$ cat config.mk
export PLATFORM = sky130hd
export DESIGN_NAME = cc_speed_ticker_flat
export DESIGN_NICKNAME = d
export VERILOG_FILES = /design/src/rtl/cc_speed_ticker_if.sv /design/src/rtl/cc_speed_ticker.sv /design/src/flat_wrapper.sv
export SDC_FILE = /design/constraint.sdc
export NUM_CORES = 1
export LEC_CHECK = 0
export CAP_MARGIN = 20
export CORE_ASPECT_RATIO = 1.2
export CORE_UTILIZATION = 50
export DETAILED_ROUTE_END_ITERATION = 8
export HOLD_SLACK_MARGIN = 0.15
export MAX_ROUTING_LAYER = met4
export PLACE_DENSITY = 0.82
export REMOVE_ABC_BUFFERS = 1
export SYNTH_ARGS = -nofsm -noshare
export SYNTH_HDL_FRONTEND = slang
export SYNTH_SLANG_ARGS = --single-unit
$ cat constraint.sdc
create_clock -name CC_SPEEDTICKER_CLOCK_50 -period 3 [get_ports CC_SPEEDTICKER_CLOCK_50]
set_clock_uncertainty 0.2 [all_clocks]
set_input_delay 0.75 -clock CC_SPEEDTICKER_CLOCK_50 [delete_from_list [all_inputs] [get_ports CC_SPEEDTICKER_CLOCK_50]]
set_output_delay 0.75 -clock CC_SPEEDTICKER_CLOCK_50 [all_outputs]
set_load 0.03 [all_outputs]
$ cat src/rtl/cc_speed_ticker_if.sv
// Control/handshake bundle between game control, the speed ticker and the
// lane logic that consumes movement steps.
interface cc_speed_ticker_if #(
    parameter int DATAWIDTH  = 23,
    parameter int LEVELWIDTH = 3
);
    logic                  CC_SPEEDTICKER_start_In;
    logic                  CC_SPEEDTICKER_pause_In;
    logic                  CC_SPEEDTICKER_restart_In;
    logic                  CC_SPEEDTICKER_levelUp_In;
    logic                  CC_SPEEDTICKER_stepAck_In;
    logic [DATAWIDTH-1:0]  CC_SPEEDTICKER_data_OutBUS;
    logic [LEVELWIDTH-1:0] CC_SPEEDTICKER_CurrentLevel_OutBUS;
    logic                  CC_SPEEDTICKER_T0_OutLow;
    logic                  CC_SPEEDTICKER_stepValid_Out;
    logic [1:0]            CC_SPEEDTICKER_pending_OutBUS;
    logic [1:0]            CC_SPEEDTICKER_state_OutBUS;

    // Game control / lane consumer side.
    modport master (
        output CC_SPEEDTICKER_start_In,
        output CC_SPEEDTICKER_pause_In,
        output CC_SPEEDTICKER_restart_In,
        output CC_SPEEDTICKER_levelUp_In,
        output CC_SPEEDTICKER_stepAck_In,
        input  CC_SPEEDTICKER_data_OutBUS,
        input  CC_SPEEDTICKER_CurrentLevel_OutBUS,
        input  CC_SPEEDTICKER_T0_OutLow,
        input  CC_SPEEDTICKER_stepValid_Out,
        input  CC_SPEEDTICKER_pending_OutBUS,
        input  CC_SPEEDTICKER_state_OutBUS
    );

    // Speed ticker side.
    modport slave (
        input  CC_SPEEDTICKER_start_In,
        input  CC_SPEEDTICKER_pause_In,
        input  CC_SPEEDTICKER_restart_In,
        input  CC_SPEEDTICKER_levelUp_In,
        input  CC_SPEEDTICKER_stepAck_In,
        output CC_SPEEDTICKER_data_OutBUS,
        output CC_SPEEDTICKER_CurrentLevel_OutBUS,
        output CC_SPEEDTICKER_T0_OutLow,
        output CC_SPEEDTICKER_stepValid_Out,
        output CC_SPEEDTICKER_pending_OutBUS,
        output CC_SPEEDTICKER_state_OutBUS
    );
endinterface

$ cat src/rtl/cc_speed_ticker.sv
// Speed ticker: free-running speed counter, current level register and the
// per-level movement tick, plus a small saturating queue of pending steps
// handed to the lane shifters over a valid/ack handshake.
module cc_speed_ticker #(
    parameter int DATAWIDTH  = 23,
    parameter int LEVELWIDTH = 3,
    parameter int TC_L2      = 8480,
    parameter int TC_L4      = 4384,
    parameter int TC_L6      = 2336
) (
    input  logic              CC_SPEEDTICKER_CLOCK_50,
    input  logic              CC_SPEEDTICKER_RESET_InLow,
    cc_speed_ticker_if.slave  bus
);

    typedef enum logic [1:0] {
        ST_IDLE  = 2'd0,
        ST_RUN   = 2'd1,
        ST_PAUSE = 2'd2
    } state_t;

    localparam logic [LEVELWIDTH-1:0] LVL2 = LEVELWIDTH'(2);
    localparam logic [LEVELWIDTH-1:0] LVL4 = LEVELWIDTH'(4);
    localparam logic [LEVELWIDTH-1:0] LVL6 = LEVELWIDTH'(6);

    state_t                state_q,   state_d;
    logic [DATAWIDTH-1:0]  count_q,   count_d;
    logic [LEVELWIDTH-1:0] level_q,   level_d;
    logic                  tick_q,    tick_d;
    logic [1:0]            pending_q, pending_d;
    logic [DATAWIDTH-1:0]  tc;
    logic                  step_inc;
    logic                  step_dec;

    // Terminal count for the current level; unknown levels fall back to the slowest speed.
    always_comb begin
        case (level_q)
            LVL4:    tc = DATAWIDTH'(TC_L4);
            LVL6:    tc = DATAWIDTH'(TC_L6);
            default: tc = DATAWIDTH'(TC_L2);
        endcase
    end

    // Next-state logic for FSM, speed counter, tick and level; restart overrides everything.
    always_comb begin
        state_d = state_q;
        count_d = count_q;
        level_d = level_q;
        tick_d  = 1'b0;
        if (bus.CC_SPEEDTICKER_restart_In) begin
            state_d = ST_IDLE;
            count_d = '0;
            level_d = LVL2;
        end else begin
            case (state_q)
                ST_IDLE: begin
                    count_d = '0;
                    if (bus.CC_SPEEDTICKER_start_In) state_d = ST_RUN;
                end
                ST_RUN: begin
                    // >= so a level-up that drops TC below the count ticks promptly.
                    if (count_q >= tc) begin
                        count_d = '0;
                        tick_d  = 1'b1;
                    end else begin
                        count_d = count_q + 1'b1;
                    end
                    if (bus.CC_SPEEDTICKER_pause_In) state_d = ST_PAUSE;
                end
                ST_PAUSE: begin
                    if (!bus.CC_SPEEDTICKER_pause_In) state_d = ST_RUN;
                end
                default: begin
                    state_d = ST_IDLE;
                    count_d = '0;
                end
            endcase
            // Level only advances while a game is in progress; saturates at 6.
            if (bus.CC_SPEEDTICKER_levelUp_In && (state_q == ST_RUN || state_q == ST_PAUSE)) begin
                level_d = (level_q == LVL2) ? LVL4 : LVL6;
            end
        end
    end

    assign step_inc = tick_d;
    assign step_dec = bus.CC_SPEEDTICKER_stepAck_In && (pending_q != 2'd0);

    // Saturating pending-step count; a tick arriving with the queue full is dropped.
    always_comb begin
        pending_d = pending_q;
        if (bus.CC_SPEEDTICKER_restart_In) begin
            pending_d = 2'd0;
        end else begin
            case ({step_inc, step_dec})
                2'b10:   if (pending_q != 2'd3) pending_d = pending_q + 2'd1;
                2'b01:   pending_d = pending_q - 2'd1;
                default: pending_d = pending_q;
            endcase
        end
    end

    // State registers with asynchronous active-low reset.
    always_ff @(posedge CC_SPEEDTICKER_CLOCK_50 or negedge CC_SPEEDTICKER_RESET_InLow) begin
        if (!CC_SPEEDTICKER_RESET_InLow) begin
            state_q   <= ST_IDLE;
            count_q   <= '0;
            level_q   <= LVL2;
            tick_q    <= 1'b0;
            pending_q <= 2'd0;
        end else begin
            state_q   <= state_d;
            count_q   <= count_d;
            level_q   <= level_d;
            tick_q    <= tick_d;
            pending_q <= pending_d;
        end
    end

    assign bus.CC_SPEEDTICKER_data_OutBUS         = count_q;
    assign bus.CC_SPEEDTICKER_CurrentLevel_OutBUS = level_q;
    assign bus.CC_SPEEDTICKER_T0_OutLow           = ~tick_q;
    assign bus.CC_SPEEDTICKER_stepValid_Out       = (pending_q != 2'd0);
    assign bus.CC_SPEEDTICKER_pending_OutBUS      = pending_q;
    assign bus.CC_SPEEDTICKER_state_OutBUS        = state_q;

endmodule

$ cat src/flat_wrapper.sv
// flat-port wrapper written by rule: the top's interface ports become plain ports
module cc_speed_ticker_flat 
#(
    parameter int DATAWIDTH  = 23,
    parameter int LEVELWIDTH = 3,
    parameter int TC_L2      = 8480,
    parameter int TC_L4      = 4384,
    parameter int TC_L6      = 2336
)
  (CC_SPEEDTICKER_CLOCK_50, CC_SPEEDTICKER_RESET_InLow, bus_CC_SPEEDTICKER_start_In, bus_CC_SPEEDTICKER_pause_In, bus_CC_SPEEDTICKER_restart_In, bus_CC_SPEEDTICKER_levelUp_In, bus_CC_SPEEDTICKER_stepAck_In, bus_CC_SPEEDTICKER_data_OutBUS, bus_CC_SPEEDTICKER_CurrentLevel_OutBUS, bus_CC_SPEEDTICKER_T0_OutLow, bus_CC_SPEEDTICKER_stepValid_Out, bus_CC_SPEEDTICKER_pending_OutBUS, bus_CC_SPEEDTICKER_state_OutBUS);
  cc_speed_ticker_if #(.DATAWIDTH(DATAWIDTH), .LEVELWIDTH(LEVELWIDTH)) bus_i ();
  input  logic CC_SPEEDTICKER_CLOCK_50;
  input  logic CC_SPEEDTICKER_RESET_InLow;
  input wire logic [$bits(bus_i.CC_SPEEDTICKER_start_In)-1:0] bus_CC_SPEEDTICKER_start_In;
  input wire logic [$bits(bus_i.CC_SPEEDTICKER_pause_In)-1:0] bus_CC_SPEEDTICKER_pause_In;
  input wire logic [$bits(bus_i.CC_SPEEDTICKER_restart_In)-1:0] bus_CC_SPEEDTICKER_restart_In;
  input wire logic [$bits(bus_i.CC_SPEEDTICKER_levelUp_In)-1:0] bus_CC_SPEEDTICKER_levelUp_In;
  input wire logic [$bits(bus_i.CC_SPEEDTICKER_stepAck_In)-1:0] bus_CC_SPEEDTICKER_stepAck_In;
  output wire logic [$bits(bus_i.CC_SPEEDTICKER_data_OutBUS)-1:0] bus_CC_SPEEDTICKER_data_OutBUS;
  output wire logic [$bits(bus_i.CC_SPEEDTICKER_CurrentLevel_OutBUS)-1:0] bus_CC_SPEEDTICKER_CurrentLevel_OutBUS;
  output wire logic [$bits(bus_i.CC_SPEEDTICKER_T0_OutLow)-1:0] bus_CC_SPEEDTICKER_T0_OutLow;
  output wire logic [$bits(bus_i.CC_SPEEDTICKER_stepValid_Out)-1:0] bus_CC_SPEEDTICKER_stepValid_Out;
  output wire logic [$bits(bus_i.CC_SPEEDTICKER_pending_OutBUS)-1:0] bus_CC_SPEEDTICKER_pending_OutBUS;
  output wire logic [$bits(bus_i.CC_SPEEDTICKER_state_OutBUS)-1:0] bus_CC_SPEEDTICKER_state_OutBUS;
  assign bus_i.CC_SPEEDTICKER_start_In = bus_CC_SPEEDTICKER_start_In;
  assign bus_i.CC_SPEEDTICKER_pause_In = bus_CC_SPEEDTICKER_pause_In;
  assign bus_i.CC_SPEEDTICKER_restart_In = bus_CC_SPEEDTICKER_restart_In;
  assign bus_i.CC_SPEEDTICKER_levelUp_In = bus_CC_SPEEDTICKER_levelUp_In;
  assign bus_i.CC_SPEEDTICKER_stepAck_In = bus_CC_SPEEDTICKER_stepAck_In;
  assign bus_CC_SPEEDTICKER_data_OutBUS = bus_i.CC_SPEEDTICKER_data_OutBUS;
  assign bus_CC_SPEEDTICKER_CurrentLevel_OutBUS = bus_i.CC_SPEEDTICKER_CurrentLevel_OutBUS;
  assign bus_CC_SPEEDTICKER_T0_OutLow = bus_i.CC_SPEEDTICKER_T0_OutLow;
  assign bus_CC_SPEEDTICKER_stepValid_Out = bus_i.CC_SPEEDTICKER_stepValid_Out;
  assign bus_CC_SPEEDTICKER_pending_OutBUS = bus_i.CC_SPEEDTICKER_pending_OutBUS;
  assign bus_CC_SPEEDTICKER_state_OutBUS = bus_i.CC_SPEEDTICKER_state_OutBUS;
  cc_speed_ticker #(.DATAWIDTH(DATAWIDTH), .LEVELWIDTH(LEVELWIDTH), .TC_L2(TC_L2), .TC_L4(TC_L4), .TC_L6(TC_L6)) u_core (.CC_SPEEDTICKER_CLOCK_50(CC_SPEEDTICKER_CLOCK_50), .CC_SPEEDTICKER_RESET_InLow(CC_SPEEDTICKER_RESET_InLow), .bus(bus_i));
endmodule
# After elaboration in Yosys (flattened, before gate mapping)
# Cells that the tools add are included.
# word_totals
out_inout_bits,32
ramBits,0
n_memories,0
mem_bits_ro,0
latch_bits,0
regBits,31
# classes
eq_ne,13
mul,0
bitwise,1
order_cmp,1
muxes,18
shifts,0
add_sub_neg,3
n_div,0
n_reduce_logical,9
# ops
cell,n
23-bit two-way mux,2
23-bit one-hot mux with 2 select lines,1
14-bit one-hot mux with 2 select lines,1
23-bit by 1-bit adder with 23-bit output (second input constant),1
23-bit by 14-bit >= comparator with 1-bit output,1
2-bit two-way mux,7
3-bit != test (second input constant),3
3-bit == test (second input constant),2
3-bit two-way mux,2
2-bit one-hot mux with 3 select lines,1
2-bit by 1-bit == test with 1-bit output (second input constant),2
2-bit == test (second input constant),2
2-bit != test (second input constant),2
2-bit one-hot mux with 2 select lines,1
2-bit nonzero test,2
3-bit by 2-bit == test with 1-bit output (second input constant),1
1-bit two-way mux,3
3-bit by 2-bit != test with 1-bit output (second input constant),1
3-bit AND reduction,1
3-bit nonzero test,1
2-bit by 1-bit adder with 2-bit output (second input constant),1
1-bit logical AND,2
2-bit zero test,1
2-bit AND reduction,1
3 further kinds,3

# Depth between registers and ports, before layout
# Gate-level depths: netlist of run 1.
# logic_depth
depth_word,9
ltp_mapped,8
mapped_depth_nobuf,7

# Least setup slack after synthesis of run 1
# Ideal clock, no wire load.
# synth_timing
kind,reg2reg
from,register u_core.state_q[0] (netlist: u_core.bus.CC_SPEEDTICKER_state_OutBUS[0])
to,register u_core.count_q[12] (netlist: u_core.bus.CC_SPEEDTICKER_data_OutBUS[12])
slack_ps,605
required_time_ps,2724
path_stages_with_launch,9
arrival_time_ps,2118
path_buffers,1
path_cell_list,dfrtp_1 -> inv_1 -> ha_1 -> nor2b_1 -> clkbuf_8 -> nor4_2 -> nand2_1 -> or3b_1 -> o21ai_1
# synth_via
elab_chain_cells,3
word_cells_on_any_way,5
cone_classes,eq/ne (3); mux (2)
# synth_rtl
item,line,rtl
from (decl),cc_speed_ticker.sv:26,"state_t state_q, state_d;"
from (signal assigned),cc_speed_ticker.sv:111,state_q <= state_d;
2-bit == test or 2-bit by 1-bit == test with 1-bit output (tied branches),cc_speed_ticker.sv:55,case (state_q)
23-bit one-hot mux with 2 select lines,cc_speed_ticker.sv:55,
23-bit two-way mux,cc_speed_ticker.sv:50,if (bus.CC_SPEEDTICKER_restart_In) begin
to (signal assigned),cc_speed_ticker.sv:112,count_q <= count_d;
to (decl),cc_speed_ticker.sv:27,"logic [DATAWIDTH-1:0] count_q, count_d;"
# Several ways; a longest one is shown, not always the timed one.
# A chain may end at the register's enable or synchronous reset.

# Worst setup path after layout of run 1
# layout_timing
from,register u_core.level_q[1] (netlist: u_core.bus.CC_SPEEDTICKER_CurrentLevel_OutBUS[1])
to,register u_core.count_q[17] (netlist: u_core.bus.CC_SPEEDTICKER_data_OutBUS[17])
# layout_via
elab_chain_cells,6
word_cells_on_any_way,7
cone_classes,order compare (1); eq/ne (2); mux (4)
# layout_rtl
item,line,rtl
from (decl),cc_speed_ticker.sv:28,"logic [LEVELWIDTH-1:0] level_q, level_d;"
from (signal assigned),cc_speed_ticker.sv:113,level_q <= level_d;
3-bit == test,cc_speed_ticker.sv:37,case (level_q)
14-bit one-hot mux with 2 select lines *,cc_speed_ticker.sv:37,
23-bit by 14-bit >= comparator with 1-bit output *,cc_speed_ticker.sv:62,if (count_q >= tc) begin
23-bit two-way mux *,cc_speed_ticker.sv:62,
23-bit one-hot mux with 2 select lines *,cc_speed_ticker.sv:55,
23-bit two-way mux *,cc_speed_ticker.sv:50,
# Every way passes the cells marked *; elsewhere a longest branch is shown, timed or not.

==> results of run 1 <==
==> area by class of cell <==
type | instances | area [sq um] | area share [%]
clock buffers | 7 | 55.1 | 2.54
clock inverters | 1 | 5.00 | 0.231
inverters | 9 | 33.8 | 1.56
multi-input cells | 131 | 867 | 40.0
flip-flops and latches | 30 | 752 | 34.7
well taps | 36 | 45.0 | 2.08
repair buffers | 42 | 408 | 18.8
==> cells in the mapped netlist (2+ instances only) <==
library cell | count | area share (%)
sky130_fd_sc_hd__a32o_1 | 2 | 1.2
sky130_fd_sc_hd__nand2_1 | 16 | 3.5
sky130_fd_sc_hd__nor3_1 | 2 | 0.59
sky130_fd_sc_hd__nand3_1 | 14 | 4.1
sky130_fd_sc_hd__nor4_2 | 2 | 1.5
sky130_fd_sc_hd__and4_2 | 2 | 1.2
sky130_fd_sc_hd__a21oi_1 | 5 | 1.5
sky130_fd_sc_hd__nor2_1 | 26 | 5.7
sky130_fd_sc_hd__xnor2_1 | 2 | 1.0
sky130_fd_sc_hd__mux2i_1 | 2 | 1.2
sky130_fd_sc_hd__ha_1 | 9 | 6.6
sky130_fd_sc_hd__inv_1 | 9 | 2.0
sky130_fd_sc_hd__nor4_1 | 2 | 0.74
sky130_fd_sc_hd__and2_1 | 5 | 1.8
sky130_fd_sc_hd__xor2_1 | 9 | 4.6
sky130_fd_sc_hd__and3_1 | 2 | 0.74
sky130_fd_sc_hd__clkbuf_1 | 2 | 0.44
sky130_fd_sc_hd__dfrtp_1 | 29 | 43
sky130_fd_sc_hd__o21ai_0 | 4 | 1.2
sky130_fd_sc_hd__a211oi_1 | 2 | 0.88
sky130_fd_sc_hd__nand4_1 | 5 | 1.8
==> routing by layer <==
metal | up-vias | global-route usage (%) | share of wire, %
met4 | 0 | 8.13 | 1.9
li1 | 695 | - | -
met5 | - | - | 0
met2 | 35 | 39.5 | 49
met1 | 681 | 27.1 | 45
met3 | 8 | 5.52 | 3.8
==> logic make-up after synthesis <==
group	count (synthesis)	share of synthesized area, %
compound gates	21	9.80
flops	30	44.3
buf+inv	15	4.64
other cells	1	0.221
fa+ha+maj	9	6.63
simple gates	86	26.9
mux	3	1.84
xor+xnor	11	5.67
==> worst max-delay path by stage <==
stage,cells after the start,slack [ns],end,start
after CTS,7,0.32,u_core.bus.CC_SPEEDTICKER_data_OutBUS[17]$_DFFE_PN0P_,u_core.bus.CC_SPEEDTICKER_CurrentLevel_OutBUS[1]$_DFFE_PN1P_
after detailed placement,5,0.19,u_core.bus.CC_SPEEDTICKER_data_OutBUS[17]$_DFFE_PN0P_,bus_CC_SPEEDTICKER_restart_In
after global routing,7,0.12,u_core.bus.CC_SPEEDTICKER_data_OutBUS[15]$_DFFE_PN0P_,u_core.bus.CC_SPEEDTICKER_CurrentLevel_OutBUS[1]$_DFFE_PN1P_
final,7,0.30,u_core.bus.CC_SPEEDTICKER_data_OutBUS[17]$_DFFE_PN0P_,u_core.bus.CC_SPEEDTICKER_CurrentLevel_OutBUS[1]$_DFFE_PN1P_
after floorplan,7,0.47,u_core.bus.CC_SPEEDTICKER_data_OutBUS[12]$_DFFE_PN0P_,u_core.bus.CC_SPEEDTICKER_CurrentLevel_OutBUS[1]$_DFFE_PN1P_
after global placement,5,0.24,u_core.bus.CC_SPEEDTICKER_data_OutBUS[12]$_DFFE_PN0P_,bus_CC_SPEEDTICKER_restart_In
==> worst reg2reg max path, cell delays in order, from the launching register on <==
cell and delay (ns):
sky130_fd_sc_hd__dfstp_2 0.58, sky130_fd_sc_hd__nand2_1 0.07, sky130_fd_sc_hd__ha_1 0.28, sky130_fd_sc_hd__nand2_1 0.09, sky130_fd_sc_hd__a2111oi_4 0.49, sky130_fd_sc_hd__nor3_4 0.09, sky130_fd_sc_hd__nor2_1 0.61, sky130_fd_sc_hd__nor2_1 0.13
==> registers in the layout, summed over array words and instances (netlist names) <==
| name | cells |
|---|---|
| u_core.bus.CC_SPEEDTICKER_data_OutBUS | 23 |
| u_core.bus.CC_SPEEDTICKER_CurrentLevel_OutBUS | 2 |
| u_core.bus.CC_SPEEDTICKER_pending_OutBUS | 2 |
| u_core.bus.CC_SPEEDTICKER_state_OutBUS | 2 |
| u_core.tick_q | 1 |
==> power breakdown <==
| part | internal (uW) | leakage [uW] | total (uW) | switching [uW] |
|---|---|---|---|---|
| Combinational | 117 | 0.000500 | 304 | 187 |
| Clock | 113 | 0.0000353 | 244 | 131 |
| Sequential | 431 | 0.000414 | 464 | 33.8 |
| Total | 661 | 0.000949 | 1010 | 352 |
==> per-stage QoR <==
step,cells,setup slack (ns),total power (uW)
3_5_place_dp,248,0.186,773
6_report,256,0.303,1010
2_1_floorplan,170,0.470,654
4_1_cts,256,0.316,1020
5_1_grt,256,0.119,1070
3_3_place_gp,248,0.236,757
==> impl_summary.md, run 1 <==
Status
The run finished with clean final reports.

Floorplanning
In this run the count of I/O pins placed on the die edge is 39. From bottom edge to top edge, the die measures around 66 microns. The initialized floorplan defines 22 standard-cell rows. The core box area is between 3000 and 4000 sq um. The overall die area is between 3000 and 4000 sq um. From left edge to right edge, the die measures between 50 and 60 microns. The initial utilization of the core area, before any placement, comes to a little over half.

Logic synthesis
After synthesis the netlist holds a flip-flop and latch count of 30. Sequential cells were found to cover 44.3% of the synthesized design area. The cell area after synthesis is roughly 1700 sq um. Yosys mapped a number of flops with a built-in enable equal to 0. For this run, the leading register cell type out of synthesis is sky130_fd_sc_hd__dfrtp_1. The post-synthesis average cell area is 9.65 sq um. The count of synthesis-stage warnings from yosys is 0. In this run, distinct cell masters in the synthesized netlist total 46. Synthesis produced a netlist whose cell count is approximately 180. Counting flops with an async set or reset pin after synthesis yields a share of between 90% and 100%.

Setup path
The required time of the worst setup path is between 2 and 3 ns. The worst register-to-register path has a setup slack of slightly above 0.3 ns. The startpoint identified for the worst register-to-register timing path is u_core.bus.CC_SPEEDTICKER_CurrentLevel_OutBUS[1]$_DFFE_PN1P_. STA puts the critical path data arrival time at 2.66 ns. The capturing element type of the critical path is a flip-flop. On the worst path, the slowest cell contributes a delay of about 0.61 ns. Walking the worst path, the cells encountered are nand2_1 -> ha_1 -> nand2_1 -> a2111oi_4 -> nor3_4 -> nor2_1 -> nor2_1.

Counting both buffers and inverters, the worst setup path holds a total of 0. The critical setup path kind is flip-flop to flip-flop. Of all nets on the critical path, the largest fanout is 13. For the worst flop-to-flop path, the logic depth is 7. The cell family with the largest share of critical-path delay is simple AND/OR/NAND/NOR gates. The master of the slowest instance on the critical path is sky130_fd_sc_hd__nor2_1. In this run the critical register-to-register path is captured at u_core.bus.CC_SPEEDTICKER_data_OutBUS[17]$_DFFE_PN0P_. The worst setup path is launched from a flip-flop.

GRT
The total overflow left after global routing is 0. The total track usage is 23.6%. The pin count of the biggest net entering global routing is 31. The number of global-route vias before repair is ~1400.

The wire length of the first global-routing pass is between 6 and 7 mm. The number of antenna violations at the first check in global routing is 0.

Clock network
The post-cts resize count is 0. Counting along the longest clock path gives a buffer depth of 2. The clock-pin slew on the worst setup and hold paths is ~0.090 ns. The clock tree from TritonCTS is built. Buffers added to address setup during post-CTS repair amount to 0.

The root buffer cell chosen for the clock tree is sky130_fd_sc_hd__clkbuf_4. The number of buffers created by CTS is 5. The number of clock sinks is 30.

The insertion delay of the later-clocked pin in the worst-skew pair is approximately 0.33 ns. The maximum level of the CTS H-tree is 2. The post-cts hold buffer count is 0.

Timing
In this run the tightest slew margin relative to its limit is around half. The maximum achievable frequency is 371 MHz. Setup violations remaining at the end of the flow were counted as 0. The shortest period the worst path allows is ~2.7 ns.

Setup repair after global routing left no endpoint under its margin. The max-slew violation count came to 0. The number of hold violations in the final report is 0.

After routing, the total negative slack on setup checks comes to 0 ns. The actual transition at the worst max-transition pin is between 0.7 and 0.8 ns. The post-route worst hold slack is between 0.3 and 0.4 ns. The final critical path takes up between 80% and 90% of the cycle.

Final layout
In the layout the commonest cells are sky130_fd_sc_hd__clkdlybuf4s50_1, sky130_fd_sc_hd__dfrtp_1, sky130_fd_sc_hd__nor2_1. The library cell used most frequently in the layout, excluding fill and tap cells, is sky130_fd_sc_hd__clkdlybuf4s50_1. The final core utilization is between 60 and 70%. For this run, the post-layout net count is around 240.

The count of inserted antenna diode cells is 0. The layout filler cell count is ~270. The finished cells cover ~2200 sq um. The area added between synthesis and finish is 27.6%.

The fraction of layout instances using a drive strength above 1 is 10.5%.

Worst hold path
The worst hold path stage count is 1. The worst hold path terminates at u_core.bus.CC_SPEEDTICKER_data_OutBUS[22]$_DFFE_PN0P_. The hold path startpoint is u_core.bus.CC_SPEEDTICKER_data_OutBUS[22]$_DFFE_PN0P_. The worst hold path class is flip-flop to flip-flop.

Placed design
The last weighted congestion value of the routability-driven placer is 0.818. The placed instances occupy a cell area of 2110 sq um. The number of buffers added on ports is 37. The detailed placer's ending HPWL is about 2.7 mm.

Route
The wire length per cell after detailed routing is approximately 14 microns. The total wire length is 3.61 mm. The count of TritonRoute iterations in the first routing pass is 4. The routed layout has between 1000 and 1500 vias.

The final antenna-violating net count is 0. For this block, the initial DRC count from the detailed router was 9. After detailed routing, the number of remaining DRC violations is 0.

The detailed-route vias per instance is about 5.5.

Pwr
The reported leakage power is between 0.0009 and 0.001 uW. The maximum vdd drop is 0.462 mV. The total power divided by cell area is between 400 and 500 nW/um^2.

Flow run
The number of max-cap violations is 0.
No activity file was read; power rests on OpenSTA's default activity.
==> run 2: changes to the inputs <==
--- a/config.mk
+++ b/config.mk
@@ -6,12 +6,14 @@
 export NUM_CORES = 1
 export LEC_CHECK = 0
 export CAP_MARGIN = 20
+export CELL_PAD_IN_SITES_DETAIL_PLACEMENT = 0
+export CELL_PAD_IN_SITES_GLOBAL_PLACEMENT = 2
 export CORE_ASPECT_RATIO = 1.2
-export CORE_UTILIZATION = 50
+export CORE_UTILIZATION = 30
 export DETAILED_ROUTE_END_ITERATION = 8
 export HOLD_SLACK_MARGIN = 0.15
 export MAX_ROUTING_LAYER = met4
-export PLACE_DENSITY = 0.82
+export PLACE_DENSITY = 0.8
 export REMOVE_ABC_BUFFERS = 1
 export SYNTH_ARGS = -nofsm -noshare
 export SYNTH_HDL_FRONTEND = slang
==> run 2 against run 1 <==
The run now ends with design-rule violations left. Die area up 64%. Sequential power hardly changed. Cell area up 2.5%. Combinational power about the same. Highest routed layer unchanged.
==> impl_summary.md, run 2 (same netlist as run 1, synthesis figures left out) <==
Setup path
The critical path ends at u_core.bus.CC_SPEEDTICKER_data_OutBUS[12]$_DFFE_PN0P_. The startpoint of the most critical setup path is u_core.bus.CC_SPEEDTICKER_CurrentLevel_OutBUS[1]$_DFFE_PN1P_. The critical path data arrival time is 2.63 ns (-0.03 ns).

Traced cell by cell, the critical path runs through nand2_1 -> ha_1 -> nand2_1 -> a2111oi_4 -> nor3_4 -> nor2_1 -> o21ai_1. The critical path is of the flip-flop to flip-flop type. The slowest stage of the critical path is the sky130_fd_sc_hd__nor2_1 cell. In this design, the critical path's most frequently occurring cell is sky130_fd_sc_hd__nand2_1. The worst register-to-register path begins at u_core.bus.CC_SPEEDTICKER_CurrentLevel_OutBUS[1]$_DFFE_PN1P_. The endpoint of the worst register-to-register path is u_core.bus.CC_SPEEDTICKER_data_OutBUS[12]$_DFFE_PN0P_.

The worst setup path is launched from a flip-flop. The delay of the slowest cell on the worst path came to 0.66 ns (+0.05 ns). The worst-path maximum fanout was 13 (unchanged). The required time of the worst setup path came to 2.93 ns (-0.04 ns). The worst setup path is captured at a flip-flop. The minimum setup slack among reg-to-reg paths is 0.31 ns (about the same).

The number of cell instances on the worst register-to-register path was 7 (unchanged).

Clock network
The insertion delay of the later-clocked pin in the worst-skew pair is 0.28 ns (-0.05 ns). The maximum level of the CTS H-tree is 2 (unchanged). The total setup buffers inserted after CTS is 0 (unchanged). The root buffer cell is sky130_fd_sc_hd__clkbuf_8.

The clock tree from TritonCTS is built. The clock-pin slew on the worst setup and hold paths is 0.06 ns (-0.03 ns). The post-cts resize count is 0 (unchanged).

The number of clock sinks is 30 (unchanged). The post-cts hold buffer count came to 0 (unchanged). The number of buffers created by CTS is 5 (unchanged). The maximum root-to-sink buffer count is 2 (unchanged).

Worst hold path
The min-delay analysis places its worst path in the category flip-flop to flip-flop. The worst hold path begins at u_core.bus.CC_SPEEDTICKER_data_OutBUS[22]$_DFFE_PN0P_.

Floorplanning
The initial core utilization is 31.6% (-22 points). The height of the die came to 84.4 microns (+28%). The width of the die is 70.7 microns (+28%). The I/O pin count is 39 (unchanged). The core box area was 5370 sq um (+71%). The count of standard-cell rows is 29 (+32%). The overall die area came to 5970 sq um (+64%).

GRT
The number of global-route vias before repair is 1303 (-7.0%). The wire length of the first global-routing pass is 6.35 mm (+5.2%). The total track usage is 14.3% (-9.3 points). The final global-route overflow total came to 0 (unchanged). The pin count of the biggest net entering global routing is 31 (unchanged).

The number of antenna violations at the first check in global routing is 0 (unchanged).

Final layout
The final core utilization is 41.4% (-28 points). The count of inserted antenna diode cells is 0 (unchanged). The layout filler cell count is 570 (+120%). In the layout the commonest cells are sky130_fd_sc_hd__clkdlybuf4s50_1, sky130_fd_sc_hd__dfrtp_1, sky130_fd_sc_hd__nor2_1. The area added between synthesis and finish is 30.8%.

The net count reported at finish came to 235 (unchanged). The number of flip-flops under the largest register name came to 23 (unchanged). The fraction of layout instances using a drive strength above 1 is 10.1% (-0.36 points). The final non-filler cell area is 2220 sq um (+2.5%).

The library cell used most frequently in the layout, excluding fill and tap cells, is sky130_fd_sc_hd__clkdlybuf4s50_1.

Status
The flow ran to the end, but the final reports show violations. The final reports fail on design-rule violations.

Pwr
The total power divided by cell area is 488 nW/um^2 (+4.2%). The reported leakage power is 0.000956 uW (+0.76%). The maximum vdd drop came to 0.261 mV (-44%).

Placed design
The number of buffers added on ports is 37 (unchanged). The detailed placer's ending HPWL came to 2.75 mm (+1.9%). The last weighted congestion value of the routability-driven placer is 0.723 (-12%). The instance area after placement is 2140 sq um (+1.5%).

Timing
The max-slew violation count is 0 (unchanged). The total negative slack for setup checks is 0 ns (unchanged). The tightest slew margin relative to the limit is 43.3% (-4.9 points). The shortest period the worst path allows is 2.69 ns (-0.00344 ns). The number of hold violations in the final report is 0 (unchanged). The post-route clock period utilization is 89.8% (-0.11 points). The maximum achievable frequency came to 371 MHz (+0.13%). Setup repair after global routing left no endpoint under its margin. The post-route worst hold slack is 0.317 ns (-0.0127 ns). The actual transition at the worst max-transition pin is 0.848 ns (+0.0725 ns). The setup violation total in the final timing report is 0 (unchanged).

Route
The overall via count from detail_route is 1374 (-3.2%). The total DRC errors in the routed layout is 5 (+5). The total wire length is 3.72 mm (+3.2%). The final antenna-violating net count is 0 (unchanged). The wire length per cell after detailed routing is 13.3 microns (-5.7%).

The detailed-route vias per instance was 4.91 (-11%). The count of TritonRoute iterations in the first routing pass is 6 (+2). The iteration-0 DRC count of the detailed router is 70 (+61).

Flow run
The number of max-cap violations is 0 (unchanged).
run 2: critical path: cells and delay by family, from the launching register on:
family / cells / cell delay (ns)
adder cells (fa/ha/maj): 1 / 0.27
AO/OA/AOI/OAI: 2 / 0.63
AND/OR/NAND/NOR: 4 / 0.89
flip-flops: 1 / 0.56
run 2: through the flow:
step	setup WS, ns	cells	total power, uW
2_1_floorplan	0.470	170	654
3_3_place_gp	0.263	274	778
3_5_place_dp	0.238	274	778
4_1_cts	0.239	280	1100
5_1_grt	0.0658	280	1150
6_report	0.307	280	1080
run 2: layout make-up:
type	count	area (sq um)	area share (%)
timing repair buffer	42	408	18.4
multi-input combinational	131	867	39.0
inverter	9	33.8	1.52
sequential	30	752	33.9
clock buffer	6	82.6	3.72
tap	62	77.6	3.49
run 2: layer usage:
| layer | wire [microns] | share of wire [%] | GRT usage (%) | vias up |
|---|---|---|---|---|
| met1 | 1810 | 49 | 18.6 | 624 |
| met2 | 1680 | 45 | 21.2 | 45 |
| met3 | 159 | 4.3 | 3.36 | 7 |
| met5 | 0 | 0 | - | - |
| li1 | - | - | - | 698 |
| met4 | 74 | 2.0 | 6.18 | 0 |
run 2: how the worst min path moves through the flow:
stage                                                                        end  slack (ns)  cells past startpoint
floorplan           u_core.bus.CC_SPEEDTICKER_CurrentLevel_OutBUS[2]$_DFFE_PN0P_        0.25                      0
finish                     u_core.bus.CC_SPEEDTICKER_data_OutBUS[22]$_DFFE_PN0P_        0.32                      1
CTS                        u_core.bus.CC_SPEEDTICKER_data_OutBUS[22]$_DFFE_PN0P_        0.32                      1
global route               u_core.bus.CC_SPEEDTICKER_data_OutBUS[21]$_DFFE_PN0P_        0.34                      1
detailed placement         u_core.bus.CC_SPEEDTICKER_data_OutBUS[22]$_DFFE_PN0P_        0.31                      1
global placement           u_core.bus.CC_SPEEDTICKER_data_OutBUS[20]$_DFFE_PN0P_        0.31                      1
run 2: report_power, final:
group | leakage (uW) | internal (uW) | switching (uW)
combinational | 0.000499 | 116 | 186
sequential | 0.000414 | 431 | 33.1
clock | 0.0000431 | 176 | 140
total | 0.000956 | 724 | 359
==> patch: new RTL, config.mk and constraints of run 1 <==
`LEVELWIDTH` is set to 3 in 3 places; all go to 6.
--- a/src/rtl/cc_speed_ticker_if.sv
+++ b/src/rtl/cc_speed_ticker_if.sv
@@ -3,5 +3,5 @@
 interface cc_speed_ticker_if #(
     parameter int DATAWIDTH  = 23,
-    parameter int LEVELWIDTH = 3
+    parameter int LEVELWIDTH = 6
 );
     logic                  CC_SPEEDTICKER_start_In;
--- a/src/rtl/cc_speed_ticker.sv
+++ b/src/rtl/cc_speed_ticker.sv
@@ -4,5 +4,5 @@
 module cc_speed_ticker #(
     parameter int DATAWIDTH  = 23,
-    parameter int LEVELWIDTH = 3,
+    parameter int LEVELWIDTH = 6,
     parameter int TC_L2      = 8480,
     parameter int TC_L4      = 4384,
--- a/src/flat_wrapper.sv
+++ b/src/flat_wrapper.sv
@@ -3,5 +3,5 @@
 #(
     parameter int DATAWIDTH  = 23,
-    parameter int LEVELWIDTH = 3,
+    parameter int LEVELWIDTH = 6,
     parameter int TC_L2      = 8480,
     parameter int TC_L4      = 4384,
Ports: changed (resized bus_CC_SPEEDTICKER_CurrentLevel_OutBUS); port bits go from 39 to 42. No check against the original RTL was run, so the function may have changed too.
==> patch against run 1 <==
- sequential cell count is the same
- die area grew 1.3%
- design area grew 0.52%
- clock power grew 2%
- worst setup slack lost 0.0058 ns
- synthesized area grew 1.3%
- count of clock-buffer cells in the layout is the same
- cell count grew 1.2%
- first-iteration DRC count grew to 7.3 times the old value
- total power grew 1.2%
- via count grew 0.85%
- core utilization shrank 0.24 points
- critical path type unchanged
- routed wire length grew 4.5%
==> patch: results (changes against run 1) <==
| Metric | Value |
|---|---|
| Result of the run | finished, final reports clean |
| Worst reg2reg path depth | 7 (unchanged) |
| Most common library cells after synthesis | 29 x dfrtp_1, 26 x nor2_1, 16 x nand2_1, 14 x nand3_1 |
| Cells after DPL | 251 (+1.2%) |
| Library cell used as clock root buffer | clkbuf_4 |
| Maximum resistive drop on vdd | 0.484 mV (+4.7%) |
| Register-to-register setup slack | 0.30 ns |
| GPL Wtd Cong | 0.767 (-6.3%) |
| End of the critical path | u_core.bus.CC_SPEEDTICKER_data_OutBUS[17]$_DFFE_PN0P_ |
| Maximum count of clock buffers along a single path | 2 (unchanged) |
| Critical Path AT | 2.68 ns (+0.02 ns) |
| Total routing resource utilization after global routing | 0.231 (-0.00524) |
| Number of global-route vias before repair | 1436 (+2.5%) |
| Maximum number of pins on one net before global-route repair | 31 (unchanged) |
| Post-CTS Resized | 0 (unchanged) |
| Fraction of final layout cells with drive strength greater than 1 | 0.103 (-0.00141) |
| Async set-reset flop share out of synthesis | 1.00 (unchanged) |
| Placed wire-length estimate | 2840 um (+5.4%) |
| Critical Setup Path Class | flop to flop |
| Slew headroom | 0.447 (-0.0348) |
| Highest net fanout along the worst path | 13 (unchanged) |
| Port buffer count | 37 (unchanged) |
| Detailed-router iteration count before antenna repair | 4 (unchanged) |
| Post-CTS setup buffer count | 0 (unchanged) |
| Total detailed-routing wirelength | 3770 um (+4.5%) |
| Diodes inserted | 0 (unchanged) |
| DRC marker count from the first detailed-route iteration | 66 (+57) |
| Number of buffers created by CTS | 5 (unchanged) |
| LEAKAGE | 0.959 nW (+1.0%) |
| Synth Warn # | 0 (unchanged) |
| Count of distinct cell types in the synthesized netlist | 46 (unchanged) |
| Synthesized area per cell | 9.61 um2 (-0.37%) |
| First-pass GRT wire length | 6400 um (+6.1%) |
| Hold Crit Class | flop to flop |
| Initial antenna violation count | 0 (unchanged) |
| Net switching component of the power | 364 uW (+3.3%) |
| Nets | 238 (+1.3%) |
| Clock-pin slew reported for the worst setup and hold paths after clock tree synthesis | 0.09 ns (about the same) |
| Largest cells by area after synthesis | dfrtp_1 42%, ha_1 6.5%, nor2_1 5.7% |
| Final-layout fill cell count | 246 (-7.2%) |
| Max reg flops | 23 (unchanged) |
| Source of the critical timing path | u_core.bus.CC_SPEEDTICKER_CurrentLevel_OutBUS[1]$_DFFE_PN1P_ |
| Routed length per placed instance | 14.5 um (+3.3%) |
| Via count normalized by instance count | 5.53 (-0.32%) |
| Maximum level of the CTS H-tree | 2 (unchanged) |
| Proportion of synthesized chip area in sequential cells | 0.437 (-0.00580) |
| Clock insertion delay at the later pin of the skew report | 0.33 ns (about the same) |
==> patch: how the worst min path moves through the flow <==
stage	start	to	slack (ns)	cells past startpoint
after floorplan	CC_SPEEDTICKER_RESET_InLow	u_core.bus.CC_SPEEDTICKER_CurrentLevel_OutBUS[2]$_DFFE_PN0P_	0.25	0
after global placement	u_core.bus.CC_SPEEDTICKER_data_OutBUS[20]$_DFFE_PN0P_	u_core.bus.CC_SPEEDTICKER_data_OutBUS[20]$_DFFE_PN0P_	0.31	1
after detailed placement	u_core.bus.CC_SPEEDTICKER_data_OutBUS[22]$_DFFE_PN0P_	u_core.bus.CC_SPEEDTICKER_data_OutBUS[22]$_DFFE_PN0P_	0.30	1
after CTS	u_core.bus.CC_SPEEDTICKER_data_OutBUS[22]$_DFFE_PN0P_	u_core.bus.CC_SPEEDTICKER_data_OutBUS[22]$_DFFE_PN0P_	0.33	1
after global routing	u_core.bus.CC_SPEEDTICKER_data_OutBUS[22]$_DFFE_PN0P_	u_core.bus.CC_SPEEDTICKER_data_OutBUS[22]$_DFFE_PN0P_	0.37	1
final	u_core.bus.CC_SPEEDTICKER_data_OutBUS[20]$_DFFE_PN0P_	u_core.bus.CC_SPEEDTICKER_data_OutBUS[20]$_DFFE_PN0P_	0.33	1
==> patch: cell families after synthesis <==
kind of cell               synth area share
and+or+nand+nor                       0.265
DFF                                   0.437
AOI/OAI and AO/OA                    0.0967
buffers and inverters                0.0589
xor gates and xnor gates             0.0560
adders and majority gates            0.0655
muxes                                0.0182
other                               0.00218
==> patch: layout make-up <==
type                    instances  share of cell area
inverters                       9              0.0155
flip-flops and latches         30               0.345
clock inverters                 1             0.00230
clock buffers                   7              0.0253
well taps                      36              0.0207
multi-input cells             134               0.403
repair buffers                 42               0.187
==> patch: power groups by stage <==
stage	clock (mW)	combinational (mW)	sequential [mW]
finish	0.249	0.310	0.466
global route	0.276	0.337	0.470
CTS	0.259	0.311	0.465
detailed placement	0	0.310	0.472
global placement	0	0.294	0.468
floorplan	0	0.147	0.512
==> patch: layer usage <==
metal  vias to the layer above  wire (um)  track usage
met5                         -          0            -
met4                         0         51       0.0813
met3                         7        146       0.0587
met2                        34       1910        0.408
met1                       693       1660        0.254
li1                        697          -            -
==> patch: worst max-delay path, cell delays in order (launching register included) <==
cell       delay, ns
dfstp_2         0.57
nand2_1         0.06
ha_1            0.28
nand2_1         0.08
a2111oi_4       0.48
nor3_4          0.09
nor2_1          0.64
nor2_1          0.14
==> patch: per-stage QoR <==
step                      power [mW]  setup WS, ns  cell area (um2)
after global placement         0.762         0.239             2120
final                           1.02         0.297             2180
after floorplan                0.659         0.470             1660
after global routing            1.08         0.108             2180
after detailed placement       0.782         0.175             2120
after CTS                       1.03         0.297             2180
